**config.mk**
```make
export PLATFORM = sky130hd
export DESIGN_NAME = mem_bus_arbiter
export DESIGN_NICKNAME = d
export VERILOG_FILES = /design/src/rtl/mem_bus_arbiter.sv
export SDC_FILE = /design/constraint.sdc
export NUM_CORES = 1
export LEC_CHECK = 0
export ABC_CLOCK_PERIOD_IN_PS = 2250
export BUFFER_PORTS_ARGS = -buffer_cell sky130_fd_sc_hd__buf_2
export CORE_MARGIN = 5
export CORE_UTILIZATION = 37
export CTS_BUF_LIST = sky130_fd_sc_hd__clkbuf_4 sky130_fd_sc_hd__clkbuf_8
export CTS_CLUSTER_DIAMETER = 120
export DETAILED_ROUTE_END_ITERATION = 16
export GPL_TIMING_DRIVEN = 0
export PLACE_DENSITY = 0.8
export SETUP_SLACK_MARGIN = 0.4
export SLEW_MARGIN = 20
export SYNTH_ARGS = -nofsm -noshare
export SYNTH_HDL_FRONTEND = slang
export SYNTH_SLANG_ARGS = --single-unit
```
**constraint.sdc**
```tcl
create_clock -name clk -period 2.25 [get_ports clk]
set_input_delay 0.45 -clock clk [delete_from_list [all_inputs] [get_ports clk]]
set_output_delay 0.45 -clock clk [all_outputs]
set_load 0.005 [all_outputs]
```
**src/rtl/mem_bus_arbiter.sv**
```systemverilog
`default_nettype none
// ============================================================================
//  Module   : mem_bus_arbiter
//  Purpose  : Grants the single SDRAM-controller port to either the ICache or
//             the DCache, muxes the owner's address/control onto the
//             controller side, inserts a turnaround cycle between owners,
//             limits ICache starvation and aborts hung bursts.
//  Revision : 1.0  initial release
// ============================================================================
module mem_bus_arbiter #(
    parameter int STARVE_MAX = 4,
    parameter int TIMEOUT    = 1024,
    parameter int AW         = 32
) (
    input  logic          clk,
    input  logic          rst_n,
    input  logic          i_istrobe,
    input  logic [AW-1:0] i_iaddress,
    input  logic          i_dstrobe,
    input  logic          i_drw,
    input  logic [3:0]    i_dbe,
    input  logic [AW-1:0] i_daddress,
    input  logic          i_sdone,
    output logic          o_igrant,
    output logic          o_dgrant,
    output logic          o_sstrobe,
    output logic          o_srw,
    output logic [3:0]    o_sbe,
    output logic [AW-1:0] o_saddress,
    output logic          o_buserr
);

    localparam int c_STREAK_W = $clog2(STARVE_MAX + 1);
    localparam int c_WD_W     = (TIMEOUT > 2) ? $clog2(TIMEOUT) : 1;

    localparam logic [c_STREAK_W-1:0] c_STARVE  = c_STREAK_W'(STARVE_MAX);
    localparam logic [c_WD_W-1:0]     c_WD_LAST = c_WD_W'(TIMEOUT - 1);

    localparam logic [1:0] c_IDLE  = 2'd0;
    localparam logic [1:0] c_GNT_D = 2'd1;
    localparam logic [1:0] c_GNT_I = 2'd2;
    localparam logic [1:0] c_TURN  = 2'd3;

    logic [1:0]            r_state;
    logic [1:0]            w_state_nxt;
    logic                  w_abort;
    logic                  r_igrant;
    logic                  r_dgrant;
    logic                  r_buserr;
    logic                  w_igrant_nxt;
    logic                  w_dgrant_nxt;
    logic                  w_buserr_nxt;
    logic [c_STREAK_W-1:0] r_streak;
    logic [c_WD_W-1:0]     r_wd;
    logic                  w_in_gnt;
    logic                  w_stay_gnt;

    assign w_in_gnt   = (r_state == c_GNT_D) || (r_state == c_GNT_I);
    assign w_stay_gnt = w_in_gnt && (w_state_nxt == r_state);

    // State register plus the registered grant / error outputs
    always_ff @(posedge clk or negedge rst_n) begin
        if (!rst_n) begin
            r_state  <= c_IDLE;
            r_igrant <= 1'b0;
            r_dgrant <= 1'b0;
            r_buserr <= 1'b0;
        end else begin
            r_state  <= w_state_nxt;
            r_igrant <= w_igrant_nxt;
            r_dgrant <= w_dgrant_nxt;
            r_buserr <= w_buserr_nxt;
        end
    end

    // Next-state: arbitrate in IDLE, hold the grant until SDone or watchdog
    always_comb begin
        w_state_nxt = r_state;
        w_abort     = 1'b0;
        case (r_state)
            c_IDLE: begin
                if (i_dstrobe && i_istrobe) begin
                    w_state_nxt = (r_streak == c_STARVE) ? c_GNT_I : c_GNT_D;
                end else if (i_dstrobe) begin
                    w_state_nxt = c_GNT_D;
                end else if (i_istrobe) begin
                    w_state_nxt = c_GNT_I;
                end
            end
            c_GNT_D, c_GNT_I: begin
                // SDone wins over a simultaneous watchdog expiry
                if (i_sdone) begin
                    w_state_nxt = c_TURN;
                end else if (r_wd == c_WD_LAST) begin
                    w_state_nxt = c_TURN;
                    w_abort     = 1'b1;
                end
            end
            default: w_state_nxt = c_IDLE;
        endcase
    end

    // Output decode of the next state, captured by the state register
    always_comb begin
        w_igrant_nxt = (w_state_nxt == c_GNT_I);
        w_dgrant_nxt = (w_state_nxt == c_GNT_D);
        w_buserr_nxt = w_abort;
    end

    // Starvation streak: counts DCache wins taken while ICache was waiting
    always_ff @(posedge clk or negedge rst_n) begin
        if (!rst_n) begin
            r_streak <= '0;
        end else if (r_state == c_IDLE) begin
            if (w_state_nxt == c_GNT_D) begin
                if (!i_istrobe) begin
                    r_streak <= '0;
                end else if (r_streak != c_STARVE) begin
                    r_streak <= r_streak + c_STREAK_W'(1);
                end
            end else if (w_state_nxt == c_GNT_I) begin
                r_streak <= '0;
            end
        end
    end

    // Watchdog: runs only while a grant persists, zero everywhere else
    always_ff @(posedge clk or negedge rst_n) begin
        if (!rst_n) begin
            r_wd <= '0;
        end else if (w_stay_gnt) begin
            r_wd <= r_wd + c_WD_W'(1);
        end else begin
            r_wd <= '0;
        end
    end

    // Controller-side mux driven straight from the grant registers
    always_comb begin
        o_igrant   = r_igrant;
        o_dgrant   = r_dgrant;
        o_buserr   = r_buserr;
        o_sstrobe  = r_igrant | r_dgrant;
        o_srw      = r_dgrant ? i_drw : 1'b1;
        o_sbe      = r_dgrant ? i_dbe : 4'hF;
        o_saddress = r_dgrant ? i_daddress : (r_igrant ? i_iaddress : '0);
    end

endmodule
`default_nettype wire

```
Yosys cells after proc, flatten, opt, wreduce, memory -nomap -nowiden
Index checks and enable logic that the tools add are counted.
Word-level totals
  word-level logic and storage cells: 44
  output and inout bits: 41
  register bits: 18
Cells by class
  reduce and logical (&&, ||, !) cells: 7
  bitwise operators: 1
  add/sub/neg operators: 2
  equality and inequality tests: 9
  multiplexer cells: 19
Operator list (count)
  $mux 32: 2
  $mux 2: 6
  $mux 3: 4
  $add 10x1->10 const B: 1
  $eq 10x10->1 const B: 1
  $mux 10: 1
  $eq 2x1->1 const B: 2
  $eq 2x2->1 const B: 2
  $mux 1: 4
  $mux 4: 1
  $pmux 2 s2: 1
  $add 3x1->3 const B: 1
  $eq 3x3->1 const B: 1
  $ne 3x2->1 const B: 1
  $ne 3x3->1 const B: 1
  $reduce_and 3->1: 1
  $eq 2x2->1: 1
  $logic_and 1x1->1: 2
  $logic_not 2->1: 1
  $reduce_bool 2->1: 1
  $reduce_or 2->1: 1
  $logic_or 1x1->1: 1
  $or 1x1->1: 1

Depth between registers and ports, before layout
Gate-level depths: netlist of run 1.
  word-level depth: 7
  gate-level depth with buffers: 10
  gate-level depth less buffers: 10

Least setup slack after synthesis of run 1
OpenSTA, ideal clock, no wires.
  kind: register -> register
  from: reg r_wd[0]
  to: reg r_streak[0]
  slack: 34 ps
  stages on the path, launching flop included: 11
  arrival: 2089 ps
  cells stage by stage: dfrtp_1 ha_1 and4_1 a31oi_1 a21o_1 a21o_1 ha_1 nor2b_1 o21ai_0 nand2_1 o21ai_0
Between the ends
  cells in the longest elaborated chain, start to end: 7
  elaborated cells on any way between the ends: 10
  classes of those cells: eq/ne (4); mux (4); reduce/logical (2)
RTL lines
  from (decl): RTL line 54  | logic [c_WD_W-1:0] r_wd;
  from (signal assigned): RTL line 132  | r_wd <= r_wd + c_WD_W'(1);
  $eq 10x10->1 *: RTL line 94  | end else if (r_wd == c_WD_LAST) begin
  $mux 2 *: RTL line 94
  $mux 2 *: RTL line 92  | if (i_sdone) begin
  $pmux 2 s2 *: RTL line 80  | case (r_state)
  $eq 2x1->1 or $eq 2x2->1 (tied branches): RTL line 115, 121
  $ne 3x2->1 (no source line) or $reduce_bool 2->1 (tied branches)
  $reduce_and 3->1 (no source line)
  to (signal assigned): RTL line 119  | r_streak <= r_streak + c_STREAK_W'(1);
  to (decl): RTL line 53  | logic [c_STREAK_W-1:0] r_streak;
Every way passes the cells marked *; elsewhere a longest branch is shown, timed or not.
A chain may end at the register's enable or synchronous reset.

Final worst setup path of run 1
  from: reg r_state[0]
  to: reg r_streak[0]
Between the ends
  elaborated cells on any way between the ends: 16
  classes of those cells: eq/ne (5); mux (7); reduce/logical (4)
RTL lines
  from (decl): RTL line 44  | logic [1:0] r_state;
  from (signal assigned): RTL line 64  | r_state <= c_IDLE;
  from (signal assigned): RTL line 69  | r_state <= w_state_nxt;
  $eq 2x1->1 or $eq 2x2->1 (tied branches): RTL line 80
  $reduce_or 2->1: RTL line 80
  $pmux 2 s2 *: RTL line 80
  via w_state_nxt[1]: RTL line 45  | logic [1:0] w_state_nxt;
  $eq 2x1->1 or $eq 2x2->1 (tied branches): RTL line 115, 121
  $ne 3x2->1 (no source line) or $reduce_bool 2->1 (tied branches)
  $reduce_and 3->1 (no source line)
Mark *: on every way through the listed nets, which the timed path passes. The rest lies on a longest branch.

==> results of run 1 <==
## area by class of cell
cell class	count	area share
timing repair buffer	137	0.297
inverter	8	0.0119
multi-input combinational	112	0.432
buffer	10	0.0391
sequential	18	0.180
tap	48	0.0238
clock buffer	3	0.0163
## timing repair
item | CTS | global route
gates cloned | 1 | 1
hold endpoints to repair | 0 | 0
setup endpoints to repair | 44 | 43
buffers inserted | 15 | 6
resized for setup | 38 | 24
pin swaps | 12 | 16
## power groups by stage
stage	clock (mW)	combinational, mW	sequential [mW]
2_1_floorplan	0	1.02	0.454
3_3_place_gp	0	1.50	0.466
3_5_place_dp	0	1.51	0.471
4_1_cts	0.228	1.97	0.450
5_1_grt	0.245	2.49	0.475
6_report	0.227	2.31	0.467
## cells by family after synthesis
family | share of synthesized area
xor+xnor | 0.0488
flops | 0.314
fa+ha+maj | 0.0610
simple gates | 0.224
buf+inv | 0.0532
compound gates | 0.299
## cell usage in the layout, fill, tap and decap left out, types with 2 or more instances in the layout
cell,instances
buf_8,2
dfrtp_2,3
o21ai_1,2
a21oi_1,3
a21o_1,2
nand4_1,3
nor4_4,7
inv_1,5
clkbuf_8,4
a22o_1,31
nor4_2,2
inv_2,3
dfrtp_1,15
o21ai_2,3
nand2b_1,7
clkbuf_2,2
nand3_1,3
ha_2,3
nor2b_4,2
and4_1,2
xor2_1,7
ha_4,3
buf_2,114
buf_4,24
buf_6,4
nand2_1,10
## sequential cells by signal, summed over array words and instances (netlist names)
signal / flops
o_buserr: 1
o_dgrant: 1
o_igrant: 1
r_state: 2
r_streak: 3
r_wd: 10
## layer usage
| metal | share of wire | wire length [um] | vias up | global-route usage |
|---|---|---|---|---|
| li1 | - | - | 849 | - |
| met1 | 0.39 | 2170 | 819 | 0.216 |
| met4 | 0.026 | 143 | 0 | 0.0689 |
| met3 | 0.075 | 420 | 11 | 0.0319 |
| met2 | 0.51 | 2840 | 77 | 0.352 |
| met5 | 0 | 0 | - | 0 |
## stage by stage
step | power, mW | worst slack (ns) | hold slack [ns] | instance area, um^2 | instances
after floorplan | 1.47 | 0.280 | 0.154 | 1470 | 148
after global placement | 1.96 | 0.115 | 0.398 | 2100 | 310
after detailed placement | 1.98 | 0.0845 | 0.405 | 2100 | 310
after CTS | 2.65 | 0.237 | 0.132 | 2390 | 329
after global routing | 3.21 | 0.0778 | 0.149 | 2530 | 336
final | 3.00 | 0.217 | 0.108 | 2530 | 336
## final timing paths
kind,end,slack [ns],cells past startpoint
min reg2reg,r_streak[0],0.55,2
min,r_wd[7],0.11,1
max,r_streak[0],0.22,9
max in group asynchronous,o_dgrant,1.83,1
min in group clk,o_buserr,0.48,2
max reg2reg,r_streak[0],0.22,9
==> metrics.md, run 1 <==
| Metric | Value |
|---|---|
| Yosys Warn Count | 0 |
| Worst clock skew | 0.00549 ns |
| DP HPWL | 3910 um |
| Fraction of registers with async set or reset after synthesis | 1.00 |
| Worst Hold Class | input port to asynchronous set/reset pin |
| Via density | 5.23 |
| Avg Inst Size Synth | 9.70 um^2 |
| Share of cells above drive strength 1 | 0.646 |
| Drt wl/cell | 16.6 um |
| Worst EP required | 2.43 ns |
| Sequential power share | 0.156 |
| CTS tree | done |
| # nets final | 371 |
| Root buffer cell | clkbuf_8 |
| Core area | 3720 um^2 |
| Gpl congestion | 0.853 |
| Clock power share | 0.076 |
| Register area | 454 um^2 |
| GRT overflow | 0 |
| Final wirelength | 5570 um |
| H-tree levels | 1 |
| Clock Tree Buf Depth | 2 |
| Comb power frac | 0.769 |
| Crit-path max cell delay | 0.45 ns |
| Synth cell types | 37 |
| Die Y | 72.3 um |
| CTS buffer count | 3 |
| Clk slew on worst S/H paths | 0.07 ns |
| Filler cell count | 275 |
| Crit. Startpoint | r_state[0] |
| Status | complete, no violations |
| Critical path's slowest cell | dfrtp_2 |
| Vias in the first global route | 1652 |
| DRT antenna net count | 0 |
| Worst EP arrival | 2.21 ns |
| # hold bufs at CTS | 0 |
| Yosys top cell area share | 0.314 |
| First-pass iteration count of the detailed router | 4 |
| Slew at the pin with the worst max-slew slack | 0.397 ns |
| Post-synth net total | 229 |
| Kind of critical path | flop to flop |
| Top cells by area, synth | dfrtp_1 (31%), a22o_1 (19%), nor4_2 (7.8%) |
| Synth Instances | 148 |
| Via count | 1756 |
| Number of buffers added on ports | 114 |
| RSZ-0062 raised after global routing | true |
| Slew headroom | 0.735 |
| Power Internal | 1.63 mW |
| Final setup TNS | 0 ns |
| Crit Path Max Fanout | 4 |
| Fmax | 0.492 GHz |
| Cell Chain, Critical Path | inv_2 -> ha_4 -> inv_2 -> a2111o_1 -> o21ai_2 -> ha_4 -> nor2b_4 -> nand4_1 -> o21ai_1 |
| Initial DRC count | 67 |
| Critical Path Start Type | flop |
| Power per cell area | 1190 nW/um^2 |
| Max cap viols | 0 |
| Final Util | 0.680 |
| Die width | 72.3 um |
| Leakage power | 1.27 nW |
| Worst path top cell family by delay | compound AO/OA/AOI/OAI gates |
| Post-synthesis sequential area ratio | 0.314 |
| EDFF count, synth | 0 |
| Multi-input logic area | 1090 um^2 |
| FP Rows | 22 |
| Drc violations | 0 |
| I/O pin total | 115 |
| Most frequent cell after synthesis | a22o_1 |
| Largest net degree at the start of global routing | 19 |
| Fin crit share | 0.903 |
| Peak VDD IR | 533 uV |
| Full die area | 5220 um^2 |
| Netlist area before placement | 1440 um^2 |
| Tmin final | 2.03 ns |
| CP Buf/Inv Count | 2 |
| First-pass GRT wire length | 7940 um |
| Starting Density | 0.386 |
| Sw Ratio | 0.457 |
| NetSw | 1.37 mW |
| Clk_lat worst skew | 0.26 ns |
| Critical Path Sink Type | flop |
| Endpoints failing hold | 0 |
| RR Startpoint | r_state[0] |
| Initial antenna violation count | 0 |
| Max-slew violation count | 0 |
| Synth-to-layout area growth | 76.0% |
| Clk sinks | 18 |
| #FFs+latches synth | 18 |
| Final setup vio count | 0 |
| Largest area contributor in the netlist | dfrtp_1 |
| Main flop type after synthesis | dfrtp_1 |
| Most frequent cells after synthesis | a22o_1 (31), dfrtp_1 (18), nand2_1 (11) |
| # diodes | 0 |
| GRT Resource Usage Total | 0.190 |
(Power assumes the default switching activity.)
==> run 2, diff against run 1 <==
Settings changed: ABC_CLOCK_PERIOD_IN_PS 2250 to not set, CORE_UTILIZATION 37 to 35, PLACE_DENSITY 0.8 to 0.76.
==> run 2 against run 1 <==
Sequential share of layout area rose by 0.11 points. Clock skew fell by 0.00077 ns. Non-clock buffer count fell by 1. Register-to-register slack got worse by 0.04 ns. Critical path depth rose by 1. Largest power group unchanged.
==> metrics.md, run 2 (synthesized netlist as in run 1, its figures left out) <==
| Metric | Value |
|---|---|
| Status | complete, no violations |
| Worst EP arrival | 2.26 ns (+0.05 ns) |
| CTS buffer count | 3 (unchanged) |
| # nets final | 370 (-0.27%) |
| Worst EP required | 2.43 ns (about the same) |
| Sw Ratio | 0.446 (-0.0109) |
| Die Y | 74.0 um (+2.4%) |
| Full die area | 5480 um^2 (+4.9%) |
| Comb power frac | 0.767 (-0.002) |
| Most frequent cells in the layout | buf_2 (114), a22o_1 (31), buf_4 (20), dfrtp_1 (15), nand2_1 (10) |
| Design area | 2510 um^2 (-0.59%) |
| I/O pin total | 115 (unchanged) |
| NetSw | 1.32 mW (-4.0%) |
| Leakage power | 1.27 nW (-0.23%) |
| RR Startpoint | r_wd[0] |
| H-tree levels | 1 (unchanged) |
| Final wirelength | 5440 um (-2.4%) |
| Critical Path Sink Type | flop |
| Crit. Startpoint | r_wd[0] |
| Power Internal | 1.63 mW (+0.33%) |
| Clk slew on worst S/H paths | 0.07 ns (about the same) |
| CTS tree | done |
| First-pass GRT wire length | 7820 um (-1.4%) |
| Slew headroom | 0.730 (-0.00526) |
| Number of buffers added on ports | 114 (unchanged) |
| Worst Hold Class | input port to asynchronous set/reset pin |
| Final setup TNS | 0 ns (unchanged) |
| Power per cell area | 1180 nW/um^2 (-1.1%) |
| GRT overflow | 0 (unchanged) |
| Core area | 4000 um^2 (+7.6%) |
| Commonest non-fill, non-tap cell in the layout | buf_2 |
| Tmin final | 2.08 ns (+0.0444 ns) |
| Final Non-Filler Cells | 337 (+0.30%) |
| GRT Resource Usage Total | 0.182 (-0.00746) |
| Via count | 1729 (-1.5%) |
| Die width | 74.0 um (+2.4%) |
| Worst r2r dst | r_streak[2] |
| Max cap viols | 0 (unchanged) |
| Critical Path Start Type | flop |
| Fmax | 0.481 GHz (-2.1%) |
| Final hold slack | 0.116 ns (+0.00739 ns) |
| Area after DPL | 2100 um^2 (+0.12%) |
| Sequential power share | 0.157 (about the same) |
| Slew at the pin with the worst max-slew slack | 0.405 ns (+0.00789 ns) |
| Drt wl/cell | 16.1 um (-2.7%) |
| Register bank with the most flops | r_wd |
| Gpl congestion | 0.823 (-3.5%) |
| Worst clock skew | 0.00472 ns (-0.000772 ns) |
| FP Rows | 23 (+4.5%) |
| Via density | 5.13 (-1.8%) |
| Peak VDD IR | 901 uV (+69%) |
| # diodes | 0 (unchanged) |
| Placed cells | 312 (+0.65%) |
| Filler cell count | 357 (+30%) |
| Synth-to-layout area growth | 75.0% |
| # hold bufs at CTS | 0 (unchanged) |
| R2R Setup Slk | 0.17 ns (-0.04 ns) |
| Max-slew violation count | 0 (unchanged) |
| RSZ-0062 raised after global routing | true |
| DP HPWL | 3870 um (-1.1%) |
| Share of cells above drive strength 1 | 0.648 (+0.00225) |
| Crit Path Max Fanout | 3 (-1) |
| Starting Density | 0.359 (-0.0274) |
| Final setup vio count | 0 (unchanged) |
| Vias in the first global route | 1626 (-1.6%) |
| Clock power share | 0.076 (about the same) |
| Clk sinks | 18 (unchanged) |
| Drc violations | 0 (unchanged) |
| Setup WS pre-CTS | 0.0670 ns (-0.0175 ns) |
| Clk_lat worst skew | 0.25 ns (about the same) |
| Final Util | 0.628 (-0.0520) |
| Endpoints failing hold | 0 (unchanged) |
| Total power | 2.95 mW (-1.6%) |
| First-pass iteration count of the detailed router | 4 (unchanged) |
| Fin crit share | 0.923 (+0.0197) |
| Initial DRC count | 44 (-34%) |
| DRT antenna net count | 0 (unchanged) |
| Kind of critical path | flop to flop |
| Initial antenna violation count | 0 (unchanged) |
| Largest register FFs | 10 (unchanged) |
| Reg2reg path depth | 10 (+1) |
| Root buffer cell | clkbuf_8 |
| Largest net degree at the start of global routing | 19 (unchanged) |
| Largest regs | r_wd x10, r_streak x3, r_state x2 |
| Setup slack after layout | 0.173 ns (-0.0444 ns) |
| Clock Tree Buf Depth | 2 (unchanged) |
==> run 2: changes by cell type in the layout (fill, tap and decap cells not counted) <==
cell / before / now
a21oi_1: 3 / 2
a21oi_2: 0 / 1
buf_12: 0 / 1
buf_4: 24 / 20
buf_6: 4 / 6
buf_8: 2 / 1
clkbuf_4: 0 / 1
nor4_2: 2 / 5
nor4_4: 7 / 4
==> run 2: worst max path at each step <==
stage                     slack [ns]          end
after global placement           0.1  r_streak[0]
after CTS                       0.20  r_streak[1]
after global routing            0.02  r_streak[1]
final                           0.17  r_streak[2]
after detailed placement        0.07  r_streak[1]
after floorplan                 0.28  r_streak[0]
==> run 2: layout make-up <==
class                           instances  area, um^2  share of cell area
Multi-Input combinational cell        112        1070               0.426
Inverter                                8        30.0              0.0120
Timing Repair Buffer                  136         759               0.302
Sequential cell                        18         454               0.181
Tap cell                               50        62.6              0.0249
Clock buffer                            3        41.3              0.0164
Buffer                                 10        95.1              0.0379
==> run 2: what timing repair did <==
item | 4_1_cts | 5_1_grt
gates resized for setup | 32 | 24
setup endpoints to repair | 44 | 44
gates cloned | 1 | 0
pin swaps | 9 | 12
setup buffers | 16 | 5
==> run 2: critical path, stage by stage (launching register included) <==
cell and delay [ns]:
dfrtp_1 0.39, ha_2 0.20, and4_4 0.26, a31oi_4 0.10, a21o_1 0.18, a21o_1 0.19
ha_4 0.25, nor2b_4 0.14, buf_4 0.13, a21oi_2 0.05, a21oi_1 0.11
==> run 2: power by group through the flow <==
stage | clock, mW | combinational (mW) | sequential [mW]
2_1_floorplan | 0 | 1.02 | 0.454
3_3_place_gp | 0 | 1.50 | 0.468
3_5_place_dp | 0 | 1.51 | 0.471
4_1_cts | 0.225 | 1.88 | 0.443
5_1_grt | 0.246 | 2.46 | 0.471
6_report | 0.226 | 2.26 | 0.462
==> run 2: metal layers <==
layer	part of all wire	global-route usage	up-vias
met4	0.011	0.0503	0
met3	0.089	0.0297	7
met5	0	0	-
met1	0.36	0.199	804
met2	0.54	0.358	73
li1	-	-	845
